`config.mk`:
```
export PLATFORM = sky130hd
export DESIGN_NAME = vram_scan_arbiter
export DESIGN_NICKNAME = d
export VERILOG_FILES = /design/src/rtl/vram_scan_arbiter.sv
export SDC_FILE = /design/constraint.sdc
export NUM_CORES = 1
export LEC_CHECK = 0
export CAP_MARGIN = 25
export CORE_UTILIZATION = 39
export CTS_CLUSTER_DIAMETER = 30
export DETAILED_ROUTE_END_ITERATION = 8
export MAX_ROUTING_LAYER = met4
export PLACE_DENSITY = 0.76
export SLEW_MARGIN = 20
export SYNTH_ARGS = -nofsm -noshare
export SYNTH_HDL_FRONTEND = slang
export SYNTH_SLANG_ARGS = --single-unit
```
`constraint.sdc`:
```
create_clock -name pixel_clk -period 1.9 [get_ports pixel_clk]
set_clock_uncertainty 0.05 [all_clocks]
set_input_delay 0.19 -clock pixel_clk [delete_from_list [all_inputs] [get_ports pixel_clk]]
set_output_delay 0.19 -clock pixel_clk [all_outputs]
set_load 0.005 [all_outputs]
```
`src/rtl/vram_scan_arbiter.sv`:
```
// vram_scan_arbiter: shares a single-port VRAM between CPU req/ack accesses and 1bpp display scan-out
module vram_scan_arbiter #(
  parameter int H_START = 96,
  parameter int V_START = 40,
  parameter int V_HEIGHT = 192,
  parameter logic [12:0] FB_BASE = 13'd0
) (
  input  logic        pixel_clk,
  input  logic        rst,
  input  logic [8:0]  cntHS,
  input  logic [8:0]  cntVS,
  input  logic        cpu_req,
  input  logic        cpu_we,
  input  logic [12:0] cpu_addr,
  input  logic [7:0]  cpu_wdata,
  output logic [7:0]  cpu_rdata,
  output logic        cpu_ack,
  output logic [12:0] mem_addr,
  output logic        mem_we,
  output logic [7:0]  mem_wdata,
  input  logic [7:0]  mem_rdata,
  output logic        pixel,
  output logic        active
);
  typedef enum logic [1:0] {IDLE, WAIT, ACK} state_t;
  state_t state, state_nx;
  logic vis_line, vis_px, fetch_slot, fetch_pend, grant;
  logic [7:0] y, fetch_buf, shreg;
  logic [4:0] k;
  logic [12:0] fetch_addr;
  assign vis_line = cntVS >= 9'(V_START) && {1'b0, cntVS} < 10'(V_START + V_HEIGHT);
  assign vis_px = vis_line && cntHS >= 9'(H_START) && {1'b0, cntHS} < 10'(H_START + 256);
  assign fetch_slot = vis_line && cntHS[2:0] == 3'd0 && cntHS >= 9'(H_START - 8) && {1'b0, cntHS} < 10'(H_START + 248);
  assign y = 8'(cntVS - 9'(V_START));
  assign k = 5'((cntHS - 9'(H_START - 8)) >> 3);
  assign fetch_addr = FB_BASE + {y, k};
  assign grant = state == IDLE && cpu_req && !fetch_slot;
  assign mem_addr = fetch_slot ? fetch_addr : grant ? cpu_addr : '0;
  assign mem_we = grant && cpu_we;
  assign mem_wdata = grant ? cpu_wdata : '0;
  always_comb begin
    state_nx = state;
    state_nx = state == IDLE ? (grant ? WAIT : IDLE) : state == WAIT ? ACK : IDLE;
  end
  always_ff @(posedge pixel_clk) begin
    if (rst) begin
      state <= IDLE;
      cpu_ack <= 1'b0;
      cpu_rdata <= '0;
      pixel <= 1'b0;
      active <= 1'b0;
      shreg <= '0;
      fetch_buf <= '0;
      fetch_pend <= 1'b0;
    end else begin
      state <= state_nx;
      fetch_pend <= fetch_slot;
      if (fetch_pend) fetch_buf <= mem_rdata;
      cpu_ack <= state == WAIT;
      if (state == WAIT && !cpu_we) cpu_rdata <= mem_rdata;
      active <= vis_px;
      pixel <= vis_px && (cntHS[2:0] == 3'd0 ? fetch_buf[7] : shreg[7]);
      if (vis_px) shreg <= cntHS[2:0] == 3'd0 ? {fetch_buf[6:0], 1'b0} : shreg << 1;
    end
  end
endmodule
```
==> results.toml, run 1 <==
[sta]
fin_hold_ws_ns = 0.424
finalCritPeriodShare_pct = 101
worst_pin_slew_ns = 0.501
rsz0062_at_grt = "true"
period_needed_ns = 1.91
maxSlewHeadroom_pct = 66.6
fmax_ghz = 0.523
hold_violations = 0
slew_viol_final = 0
setup_ws_ns = -0.0117
setup_viol = 1

[layout]
drive_gt1_share_pct = 34.2
area_growth_pct = 87.2
antenna_cells = 0
fin_nets = 336
finalInstanceArea_um2 = 2940
fin_util_pct = 77.9
fill_cells = 242

[setup_path]
cp_data_required_time_ns = 1.66
crit_top_cell = "buf_8"
slowest_stage = "a31o_4"
worstPathCellList = "buf_8 > inv_4 > ha_4 > nor2b_4 > a31o_4 > a21oi_4 > nand3_4 > buf_16 > buf_8 > mux2i_1 > buf_2"
crit_arrival_ns = 1.67
path_class = "input port to primary output"
cp_max_fo = 5
cp-end-kind = "primary output"
critPathMaxStageDelay_ns = 0.24
worstSetupStartpointType = "input port"
r2r_cells = 5

[global_routing]
groute.usage.overall_pct = 23.3
met2_usage_pct = 38.7
grt_first_pass_wirelength_um = 7370
grt_overflow = 0
grtUsageMet1_pct = 27.5
grt_pass1_vias = 1605
grt_max_degree = 24
grtUsageMet3_pct = 7.64
top_usage_layer = "met2"
antenna_found_initial = 0

[yosys]
synth_cells = 167
synth_nets = 220
ys_seq_area_share_pct = 37.0
synth-edff-count = 0
ys_top_cells_by_count = "mux2i_1 (36), dfxtp_1 (29), nor2_1 (23)"
yosysUniqueCellTypes = 31
ys.flop_type = "dfxtp_1"
yosysMostFrequentCell = "mux2i_1"
ys_seq_elements = 29
synthTopCellsByArea = "dfxtp_1 (37%), mux2i_1 (23%), nor2_1 (5.5%), and3_1 (3.6%), nand2_1 (3.1%)"
yosysTopAreaCell = "dfxtp_1"
postSynth.asyncResetShare_pct = 0
synth_top_area_share_pct = 37.0
syn_area_per_cell_um2 = 9.40
syn_area_um2 = 1570
ys_warn_count = 0

[pwr]
power.leakage_nw = 1.34
powerDensity_nw_per_um2 = 589
ir_drop_uv = 572

[floorplan]
die_w_um = 65.5
die_h_um = 65.5
rows = 22
core_um2 = 3770
start_util_pct = 41.6
die-area_um2 = 4280
io_pins = 84

[clock_tree]
cts.path.max_buffers = 2
clkTransAtPathRegs_ns = 0.06
hold_buffers = 0
htree_levels = 2
clk_latency_ns = 0.28
cts_tree = "done"
clock_sinks = 29
numCtsBuffers = 5
root_buffer = "clkbuf_8"

[worst_hold_path]
holdCritPathClass = "input port to flip-flop"
hold_depth = 5

[placement]
dpl.hpwl_um = 2990
finalWeightedCongestion = 0.733
port-buffer-count = 83
placed_area_um2 = 2610

[drt]
via_per_inst = 4.90
first_pass_iters = 4
drc = 0
vias = 1628
wl_per_cell_um = 15.1
drt_iter0_markers = 53
ant_nets = 0
routed_wl_um = 5000

[outcome]
failed_checks = "setup timing"
outcome = "finished, violations left"

[run]
max_cap_violations = 0
-- cell type report --
class	instances	area (um2)	area share [%]
clock buffer	7	86.3	2.94
clock inverter	1	30.0	1.02
inverter	6	27.5	0.937
multi-input combinational	123	1040	35.4
sequential	29	581	19.8
tap	48	60.1	2.04
timing repair buffer	118	1110	37.9
-- registers in the layout (all words and copies together), names as in the netlist --
| name | flops |
|---|---|
| cpu_rdata | 8 |
| fetch_buf | 8 |
| shreg | 7 |
| state | 2 |
| active | 1 |
| cpu_ack | 1 |
| fetch_pend | 1 |
| pixel | 1 |
-- per-stage QoR --
step                std cells  power [mW]  setup TNS, ns  setup slack, ns
floorplan                 167       0.808              0            0.190
global placement          310        1.05         -16.94           -0.711
detailed placement        310        1.06         -18.31           -0.761
CTS                       330        1.71       -0.00818         -0.00818
global route              332        1.81         -0.401          -0.0604
finish                    332        1.73        -0.0117          -0.0117
-- layout by cell type, fill, tap and decap left out, types with 4 or more instances in the layout --
cell type        netlist  routed
dlygate4sd2_1          0       6
and3_4                 0       4
buf_6                  2       7
inv_1                  6       4
mux2i_1               36      36
nor2_2                 4       4
buf_4                  1      25
xor2_1                 4       4
buf_8                  0       4
nor2_1                23      23
nand2_1               13      13
clkdlybuf4s15_1        0       5
buf_2                  0      18
dfxtp_1               29      29
clkbuf_8               0       6
clkdlybuf4s50_1        0      44
and3_1                 9       5
-- worst max-delay path, delay by kind of cell --
| kind | cells | cell delay, ns |
|---|---|---|
| AO/OA/AOI/OAI | 2 | 0.37 |
| adder cells (fa/ha/maj) | 1 | 0.14 |
| buffers and inverters | 5 | 0.60 |
| multiplexers | 1 | 0.18 |
| AND/OR/NAND/NOR | 2 | 0.19 |
-- routing by layer --
metal / wire [um] / vias up
met5: 0 / -
met4: 21 / 0
met3: 396 / 4
met2: 2520 / 79
met1: 2070 / 741
li1: - / 804
-- worst paths after layout --
check | start | slack [ns] | end
setup / recovery | cntVS[3] | -0.01 | mem_addr[12]
hold / removal | cntHS[1] | 0.42 | shreg[1]$_SDFFE_PP0P_
setup reg to reg | state[1]$_SDFF_PP0_ | 0.65 | cpu_rdata[2]$_SDFFE_PP0P_
hold reg to reg | fetch_buf[0]$_SDFFE_PP0P_ | 0.42 | shreg[1]$_SDFFE_PP0P_
-- cells by family (layout without fill, tap and decap cells) --
group           count (synthesis)  in the layout  synth area share (%)
xor+xnor                        7              7                  3.90
flops                          29             29                  37.0
compound gates                 15             15                  8.29
buf+inv                        15            132                  4.78
simple gates                   63             63                  21.5
fa+ha+maj                       2              2                  1.59
mux                            36             36                  22.9
-- power by group --
part	internal (mW)	total, mW	switching, mW
clock network	0.427	0.650	0.223
logic	0.262	0.438	0.176
registers	0.631	0.643	0.0122
-- timing repair --
action,in CTS,in global routing
setup endpoints to repair,22,22
cloned,2,0
pin swaps,9,6
setup buffers,10,2
resized for setup,139,23
No activity file was read; power rests on OpenSTA's default activity.
==> run 2: changes to the inputs <==
--- a/config.mk
+++ b/config.mk
@@ -5,8 +5,9 @@
 export SDC_FILE = /design/constraint.sdc
 export NUM_CORES = 1
 export LEC_CHECK = 0
+export ABC_AREA = 1
 export CAP_MARGIN = 25
-export CORE_UTILIZATION = 39
+export CORE_UTILIZATION = 40
 export CTS_CLUSTER_DIAMETER = 30
 export DETAILED_ROUTE_END_ITERATION = 8
 export MAX_ROUTING_LAYER = met4
==> run 2 against run 1 <==
Net effect:
- the flow now finishes without violations
- critical path type unchanged
- total power is 3.9% higher
- via count grew 30%
- largest power group unchanged
- synthesized cell count grew 51%
- non-clock buffer count increased by 18
- count of clock-buffer cells in the layout stayed put
- first-iteration DRC count up 79%
- final area increased by 6.6%
- hold slack got worse by 0.027 ns
- die area increased by 5.1%
==> results.toml, run 2 <==
[drt]
first_pass_iters = 4
drc = 0
via_per_inst = 4.80
ant_nets = 0
drt_iter0_markers = 95
routed_wl_um = 5860
vias = 2109
wl_per_cell_um = 13.3

[floorplan]
die-area_um2 = 4500
io_pins = 84
core_um2 = 4030
die_h_um = 67.1
rows = 23
start_util_pct = 42.1
die_w_um = 67.1

[placement]
port-buffer-count = 83
placedCellCount = 403
finalWeightedCongestion = 0.901
dpl.hpwl_um = 3570
dp_slack_ns = -0.730

[global_routing]
grt_first_pass_wirelength_um = 8830
grt_overflow = 0
grt_pass1_vias = 1959
groute.usage.overall_pct = 26.9
grt_max_degree = 19
antenna_found_initial = 0

[clock_tree]
root_buffer = "clkbuf_8"
clk_latency_ns = 0.28
hold_buffers = 0
cts_tree = "done"
clock_sinks = 29
htree_levels = 2
numCtsBuffers = 5
clkTransAtPathRegs_ns = 0.06
cts.path.max_buffers = 2

[layout]
fin_nets = 441
drive_gt1_share_pct = 31.1
fin_util_pct = 77.8
stdcell_count = 439
fill_cells = 292
antenna_cells = 0
top_regs = "cpu_rdata (8), fetch_buf (8), shreg (7)"
final_common_cell = "clkdlybuf4s50_1"
final_cell_mix = "clkdlybuf4s50_1 (44), buf_4 (42), nand2_1 (41), inv_1 (37), nor2_1 (36)"
area_growth_pct = 84.9
multiInputGateArea_um2 = 1050
seq_area_um2 = 581

[yosys]
synth_fa_ha_area_share_pct = 1.48
synthTopCellsByArea = "dfxtp_1 (34%), nand2_1 (10%), inv_1 (9.1%), nor2_1 (9.1%), o21ai_0 (7.1%)"
synth_top_area_share_pct = 34.2
yosys.area_share.simple_pct = 36.2
syn_area_per_cell_um2 = 6.70
synth_top_family_by_area = "simple AND/OR/NAND/NOR gates"
yosysTopAreaCell = "dfxtp_1"
yosysUniqueCellTypes = 27
synthMuxAreaShare_pct = 0
ys_seq_elements = 29
ys.flop_type = "dfxtp_1"
synth_cells = 253
yosysMostFrequentCell = "nand2_1"
synth_xor_area_share_pct = 2.58
syn_area_um2 = 1700
ys_seq_area_share_pct = 34.2
postSynth.asyncResetShare_pct = 0
synth_nets = 306
ys_warn_count = 0
synth-edff-count = 0
ys_top_cells_by_count = "nand2_1 (45), inv_1 (41), nor2_1 (41)"
synth_compound_area_share_pct = 12.9

[setup_path]
cp-end-kind = "primary output"
worstPathCellList = "buf_2 > inv_2 > ha_2 > inv_2 > nand2_4 > nand2_4 > nor2_4 > a21oi_4 > nand2_4 > buf_12 > buf_4 > nand3_2 > nand2_1 > buf_2"
crit_top_cell = "nand2_4"
cp_max_fo = 7
worstSetupStartpointType = "input port"
critPathMaxStageDelay_ns = 0.21
cp_top_family = "buffers and inverters"
cp_data_required_time_ns = 1.66
critPathBufInv = 6
crit_arrival_ns = 1.64
path_class = "input port to primary output"
slowest_stage = "a21oi_4"

[worst_hold_path]
holdCritPathClass = "flip-flop to flip-flop"

[run]
max_cap_violations = 0

[sta]
hold_violations = 0
period_needed_ns = 1.88
fin_setup_tns_ns = 0
setup_ws_ns = 0.0224
finalCritPeriodShare_pct = 98.8
maxSlewHeadroom_pct = 66.2
setup_viol = 0
fmax_ghz = 0.533
slew_viol_final = 0
worst_pin_slew_ns = 0.505

[pwr]
powerDensity_nw_per_um2 = 574
ir_drop_uv = 737
total_power_mw = 1.80
power.leakage_nw = 1.50

[outcome]
outcome = "completed"
run 2: cell count changes in the layout (fill, tap and decap cells not counted), moves of 15 or more:
| cell | previous run | this run |
|---|---|---|
| mux2i_1 | 36 | 0 |
| inv_1 | 4 | 37 |
| nand2_1 | 13 | 41 |
| o21ai_0 | 1 | 24 |
| buf_4 | 25 | 42 |
| nand3_1 | 0 | 15 |
run 2: what timing repair did:
item                                    in CTS  in global routing
pin swaps                                   16                 10
buffers inserted                            24                  2
cloned                                       2                  1
endpoints found under the setup margin      22                 31
gates resized for setup                    108                 29
run 2: stage by stage:
stage | cell area, um2 | hold WS, ns
after floorplan | 1700 | 0.207
after global placement | 2750 | 0.383
after detailed placement | 2750 | 0.385
after CTS | 3080 | 0.398
after global routing | 3130 | 0.411
final | 3130 | 0.397
run 2: path summary, 6_finish.rpt:
check             cells after the start                        end                      start  slack, ns
setup / recovery                     14                mem_addr[8]                   cntVS[3]       0.02
hold / removal                        2  cpu_rdata[6]$_SDFFE_PP0P_  cpu_rdata[6]$_SDFFE_PP0P_       0.40
setup reg to reg                      4  cpu_rdata[7]$_SDFFE_PP0P_        state[1]$_SDFF_PP0_       0.44
hold reg to reg                       2  cpu_rdata[6]$_SDFFE_PP0P_  cpu_rdata[6]$_SDFFE_PP0P_       0.40
run 2: per-layer routing:
metal  up-vias  wire [um]  part of all wire (%)  GRT usage [%]
li1       1074          -                     -              -
met1       954       2510                    43           32.3
met2        64       2960                    51           44.1
met3        17        252                   4.3           5.99
met4         0        133                   2.3           8.51
met5         -          0                     0              -
run 2: where the power goes:
part           total [mW]  switching (mW)  internal (mW)
clock               0.656           0.229          0.427
combinational       0.495           0.228          0.267
sequential          0.648          0.0115          0.636
run 2: cell families (layout without fill, tap and decap cells):
logic type	after synthesis	in the layout
and+or+nand+nor	125	127
buffers and inverters	51	185
AOI/OAI and AO/OA	41	41
DFF	29	29
xor gates and xnor gates	5	5
adders and majority gates	2	2
run 2: tightest hold or removal path, cell delays in order, from the launching register on:
cell	delay (ns)
dfxtp_1	0.31
inv_1	0.05
a21oi_1	0.05
run 2: area by class of cell:
type                    instances  share of cell area [%]
clock buffers                   7                    2.75
clock inverters                 1                   0.958
inverters                      41                    4.91
multi-input cells             175                    33.5
flip-flops and latches         29                    18.5
well taps                      50                    2.00
repair buffers                136                    37.3
